File: src/rtl/reg_file_sb.sv
// rtl/reg_file_sb.sv - register bank with async read ports, sync write port, bypass and busy scoreboard
//
// Ports:
//   clk, reset            rising-edge clock, asynchronous active-low reset
//   we, wa, wd            write port (one write per cycle)
//   ra, rd                NREAD packed read address / read data ports (combinational)
//   mark_en, mark_addr    flag a register as having a pending producer
//   busy                  per read port: addressed register still has a pending result
//   busy_vec              registered scoreboard, one bit per register
module reg_file_sb #(
    parameter int WIDTH    = 32,
    parameter int DEPTH    = 32,
    parameter int NREAD    = 2,
    parameter bit BYPASS   = 1'b1,
    parameter bit ZERO_REG = 1'b1,
    localparam int AW      = (DEPTH > 1) ? $clog2(DEPTH) : 1
) (
    input  logic                   clk,
    input  logic                   reset,
    input  logic                   we,
    input  logic [AW-1:0]          wa,
    input  logic [WIDTH-1:0]       wd,
    input  logic [NREAD*AW-1:0]    ra,
    output logic [NREAD*WIDTH-1:0] rd,
    input  logic                   mark_en,
    input  logic [AW-1:0]          mark_addr,
    output logic [NREAD-1:0]       busy,
    output logic [DEPTH-1:0]       busy_vec
);

    logic [WIDTH-1:0] mem [DEPTH];
    logic [DEPTH-1:0] sb;
    logic [DEPTH-1:0] sb_nxt;
    logic             wr_ok;
    logic             mk_ok;

    // An address names real, writable/markable storage: in range and not the hardwired zero register.
    function automatic logic usable(input logic [AW-1:0] a);
        return (32'(a) < 32'(DEPTH)) && !(ZERO_REG && (a == '0));
    endfunction

    function automatic logic in_range(input logic [AW-1:0] a);
        return 32'(a) < 32'(DEPTH);
    endfunction

    assign wr_ok = we && usable(wa);
    assign mk_ok = mark_en && usable(mark_addr);

    // Mark is applied after the write clear so a new producer issued in the same
    // cycle as the old result supersedes it.
    always_comb begin
        sb_nxt = sb;
        if (wr_ok) begin
            sb_nxt[wa] = 1'b0;
        end
        if (mk_ok) begin
            sb_nxt[mark_addr] = 1'b1;
        end
        if (ZERO_REG) begin
            sb_nxt[0] = 1'b0;
        end
    end

    always_ff @(posedge clk or negedge reset) begin
        if (!reset) begin
            for (int n = 0; n < DEPTH; n++) begin
                mem[n] <= '0;
            end
            sb <= '0;
        end else begin
            if (wr_ok) begin
                mem[wa] <= wd;
            end
            sb <= sb_nxt;
        end
    end

    assign busy_vec = sb;

    for (genvar i = 0; i < NREAD; i++) begin : g_rd
        logic [AW-1:0]    a;
        logic             hit;
        logic [WIDTH-1:0] d;
        logic             b;

        assign a = ra[i*AW +: AW];
        // Only a non-dropped write can hit, so register 0 is never forwarded when hardwired.
        assign hit = BYPASS && wr_ok && (wa == a);

        always_comb begin
            d = '0;
            b = 1'b0;
            if (in_range(a) && !(ZERO_REG && (a == '0))) begin
                d = mem[a];
                b = sb[a];
            end
            if (hit) begin
                d = wd;
                b = 1'b0;
            end
        end

        assign rd[i*WIDTH +: WIDTH] = d;
        assign busy[i]              = b;
    end

endmodule

File: config.mk
export PLATFORM = sky130hd
export DESIGN_NAME = reg_file_sb
export DESIGN_NICKNAME = d
export VERILOG_FILES = /design/src/rtl/reg_file_sb.sv
export SDC_FILE = /design/constraint.sdc
export NUM_CORES = 2
export LEC_CHECK = 0
export BUFFER_PORTS_ARGS = -buffer_cell sky130_fd_sc_hd__buf_2
export CORE_ASPECT_RATIO = 0.7
export CORE_MARGIN = 8
export CORE_UTILIZATION = 39
export DETAILED_ROUTE_END_ITERATION = 7
export SYNTH_ARGS = -nofsm -noshare
export SYNTH_HDL_FRONTEND = slang
export SYNTH_SLANG_ARGS = --single-unit
File: constraint.sdc
create_clock -name clk -period 6.7 [get_ports clk]
set_input_delay 0.67 -clock clk [delete_from_list [all_inputs] [get_ports clk]]
set_output_delay 0.67 -clock clk [all_outputs]
set_load 0.005 [all_outputs]
# Word level (Yosys, flattened, before mapping)
# Cells that the tools add are included.
# W data, S select, Z words.
[word_totals]
regBits = 1055
inputBits = 56
word_cells = 91
[classes]
magnitude_cmp = 10
n_eq_ne = 2
muxes = 27
bitwise = 6
n_reduce_logical = 13
[ops]
columns = ["cell", "count"]
rows = [
  ["$bwmux W1024", 1],
  ["$mux W32", 11],
  ["$bmux W32 S5", 2],
  ["$demux W32 S5", 1],
  ["$and A32 B32 Y32", 1],
  ["$not A32 Y32", 1],
  ["$or A32 B32 Y32", 1],
  ["$lt A5 B6 Y1 const B", 4],
  ["$logic_not A5 Y1", 4],
  ["$ge A6 B6 Y1 const B", 3],
  ["$not A5 Y6", 3],
  ["$bmux W1 S5", 2],
  ["$demux W1 S5", 2],
  ["$eq A5 B5 Y1", 2],
  ["$ge A5 B1 Y1 const B", 2],
  ["$mux W1", 8],
  ["$logic_and A1 B1 Y1", 7],
  ["$lt A6 B1 Y1 const B", 1],
  ["$logic_not A1 Y1", 2],
]

# Longest topological paths before layout
[depth]
ltp_word = 9
mapped_depth = 10
ltp_nobuf = 5

# Worst setup path before layout
# Ideal clock, no wire load.
[synth_path]
kind = "input -> output"
start = "in ra[5]"
end = "out busy[1]"
arrival_time_ns = 2.368
required_ns = 6.030
setup_slack_ns = 3.662
path_stages = 8
path_cell_list = "buf_2 > buf_2 > buf_4 > mux4_2 > mux2_2 > o21ai_0 > a211oi_1 > buf_4"
[synth_via]
elab_chain_cells = 4
[synth_rtl]
columns = ["item", "line_no", "rtl"]
rows = [
  ["from (decl)", "23", "input logic [NREAD*AW-1:0] ra,"],
  ["$bmux W1 S5", "95", "b = sb[a];"],
  ["$mux W1 (not written as such)", "95", ""],
  ["$mux W1", "93", "if (in_range(a) && !(ZERO_REG && (a == '0))) begin"],
  ["$mux W1 (*)", "97", "if (hit) begin"],
  ["to (decl)", "27", "output logic [NREAD-1:0] busy,"],
]
# Every way passes the cells marked *; elsewhere a longest branch is shown, timed or not. The select of a mux whose other input is x is not followed.

# Worst setup path in the final report
[layout_path]
start = "in ra[3]"
end = "out rd[29]"
[layout_via]
elab_chain_cells = 6
[layout_rtl]
columns = ["item", "line_no", "rtl"]
rows = [
  ["$not A5 Y6 (not written as such)", "94", "d = mem[a];"],
  ["$bmux W32 S5", "94", ""],
  ["$mux W32 (not written as such) (2 in series)", "94", ""],
  ["$mux W32", "93", ""],
  ["$mux W32 (*)", "97", ""],
  ["to (decl)", "24", "output logic [NREAD*WIDTH-1:0] rd,"],
]
# Marks and branches as above.

==> impl_metrics.py <==
metrics = {
    "cts": {
        "clk_pin_slew_worst_paths_ns": 0.07,
        "numCtsBuffers": 102,
        "ctsResizeCount": 0,
        "holdBufCountCts": 0,
        "cts_setup_buffers": 0,
        "cts_tree": "yes",
        "insertion_delay_ns": 0.73,
        "clock_path_buffers": 3,
        "numClockSinks": 1055,
        "htree_levels": 3,
        "cts_root_buf": "clkbuf_16",
    },
    "logic_synthesis": {
        "synth_top_cell_area_share": 0.466,
        "ys_seq_elements": 1055,
        "synth.distinct_cells": 54,
        "ys.flop_type": "dfrtp_1",
        "avgSynthCellArea_um2": 14.3,
        "synth.most_common_cell": "dfrtp_1",
        "synth-seq-area-share": 0.466,
        "postSynthCellCount": 3965,
        "synth_edf_count": 0,
        "synth_top_cells_by_count": "dfrtp_1 (1055), mux2_2 (1034), mux4_2 (400)",
        "yosys.area.top_type": "dfrtp_1",
        "ys_warn_count": 0,
        "ys_top_cells_by_area": "dfrtp_1 (47%), mux2_2 (21%), mux4_2 (16%)",
        "syn-num-nets": 4021,
        "synth_area_um2": 56600,
        "synthArstFlopShare": 1.00,
    },
    "final_layout": {
        "drive_gt1_frac": 0.482,
        "nets": 3915,
        "fin_cells": 5847,
        "n_fill_cell": 13100,
        "syn_to_final_growth_pct": 10.4,
    },
    "setup_path": {
        "worstPathMaxFanout": 29,
        "worst_r2r_path_depth": 1,
        "critPathLaunchType": "input pin",
        "crit_path_end_kind": "output pin",
        "critical-path-top-delay-family": "buffers and inverters",
        "slowest_delay_ns": 0.57,
        "required_ns": 6.03,
        "r2r-end": "mem[251]$_DFFE_PN0P_",
        "crit_slowest_cell": "buf_4",
        "criticalPathCategory": "in2out",
        "r2r-start": "mem[251]$_DFFE_PN0P_",
        "r2r_slack_ns": 5.89,
        "crit_chain": "buf_4 > inv_4 > buf_4 > a221oi_1 > o21ai_0 > a21boi_0 > o22a_1 > buf_2",
        "crit_arrival_ns": 3.59,
        "crit_top_cell": "buf_4",
        "critPathBufInv": 4,
    },
    "floorplan": {
        "io_pins": 154,
        "die_h_um": 335,
        "num_rows": 117,
        "die-width_um": 471,
        "start_util": 0.391,
        "dieArea_um2": 158000,
        "core_um2": 145000,
    },
    "sta": {
        "timing.final.crit_share": 0.636,
        "timing_hold_violations_final": 2,
        "tightest_slew_ns": 1.31,
        "setup_violations": 0,
        "slew_headroom": 0.127,
        "hold_slack_ns": -0.0136,
        "rsz0062_at_grt": "no",
        "tns_ns": 0,
        "fmax_mhz": 235,
        "final_max_slew_viol_count": 0,
        "clock_skew_ns": 0,
        "fin_crit_ns": 4.26,
    },
    "global_routing": {
        "grt_max_degree": 170,
        "gr-total-overflow": 0,
        "first_global_vias": 37300,
        "antenna_found_initial": 6,
        "grt_util_all_layers": 0.229,
        "grt_pass1_wl_mm": 272,
    },
    "place": {
        "numPortBuffers": 152,
        "place_hpwl_mm": 103,
        "gp_congestion": 0.797,
        "dp.cells": 5659,
    },
    "detailed_routing": {
        "ant_nets": 0,
        "wl_mm": 184,
        "dr.first_iter.drc_count": 3725,
        "route.detailed.drc": 0,
        "post_drt_via_cell_ratio": 6.34,
        "num_vias": 37100,
        "wire_per_inst_um": 31.5,
        "dr.pass1.iters": 5,
    },
    "power_and_ir_drop": {
        "power_leakage_nw": 27.2,
        "power_mw": 18.4,
        "vdd.ir_drop.worst_v": 0.000215,
        "p_per_area_nw_per_um2": 294,
    },
    "status": {
        "status": "finished with violations",
        "violations": "hold timing",
    },
    "min_path": {
        "holdCritPathClass": "in2async",
    },
    "flow_run": {
        "cap_violations": 0,
    },
}
## cells in the final DEF, fill, tap and decap left out, drive strengths merged, types with 3 or more instances in the layout
cell type	instances
a211oi	33
a21boi	31
a21o	30
a21oi	34
a221o	31
a221oi	64
a222oi	31
a22o	42
a22oi	32
a32o	6
buf	249
bufinv	10
clkbuf	142
clkinv	24
clkinvlp	6
dfrtp	1055
diode	3
inv	7
mux2	1041
mux2i	228
mux4	400
nand2	49
nand2b	5
nand3	5
nand3b	5
nand4b	6
nor2	52
nor2b	39
nor3	36
nor3b	7
o21ai	114
o22a	33
o22ai	61
xnor2	8
## per-stage QoR
step | worst slack, ns | util | cell area [um2]
after floorplan | 3.66 | - | 56600
after global placement | 2.45 | 0.408 | 59000
after detailed placement | 2.44 | 0.408 | 59000
after CTS | 2.42 | 0.432 | 62500
after global routing | 2.27 | 0.432 | 62500
final | 2.44 | 0.432 | 62500
## metal layers
layer | part of all wire | GRT usage | vias up | routed length [um]
met5 | 0 | 0 | - | 0
met4 | 0.029 | 0.0643 | 0 | 5340
met3 | 0.078 | 0.0490 | 293 | 14300
met2 | 0.45 | 0.349 | 1499 | 82500
met1 | 0.45 | 0.330 | 20100 | 82100
li1 | - | - | 15200 | -
## power by group
group / internal (mW) / leakage, nW / switching, mW
sequential: 7.58 / 13.5 / 0.889
clock: 3.48 / 1.71 / 2.67
combinational: 2.21 / 12.0 / 1.57
total: 13.3 / 27.2 / 5.12
## state kept, by name (all words and copies together), names as in the netlist
name      count
busy_vec     31
mem        1024
## worst max path at each step
stage / from / to / slack (ns) / cells past startpoint
floorplan: ra[5] / busy[1] / 3.66 / 8
global placement: ra[0] / rd[6] / 2.45 / 9
detailed placement: ra[0] / rd[2] / 2.44 / 8
CTS: ra[0] / rd[2] / 2.42 / 8
global route: ra[0] / rd[3] / 2.27 / 8
finish: ra[3] / rd[29] / 2.44 / 8
## cells by family after synthesis
family / count (synthesis) / synth area share
mux: 1669 / 0.406
other cells: 1 / 0.0000662
compound gates: 550 / 0.0713
buf+inv: 463 / 0.0349
flops: 1055 / 0.466
simple gates: 217 / 0.0197
xor+xnor: 10 / 0.00155
## cell type report
cell class                      count  area, um2  area share
Multi-Input combinational cell   2447      28500       0.455
Sequential cell                  1055      26400       0.422
Clock buffer                      142       2970      0.0475
Tap cell                         1904       2380      0.0381
Timing Repair Buffer              249       1760      0.0282
Clock inverter                     43        510     0.00817
Inverter                            4       20.0    0.000320
Antenna cell                        3       7.51    0.000120
Power figures use the tool's default switching activity.
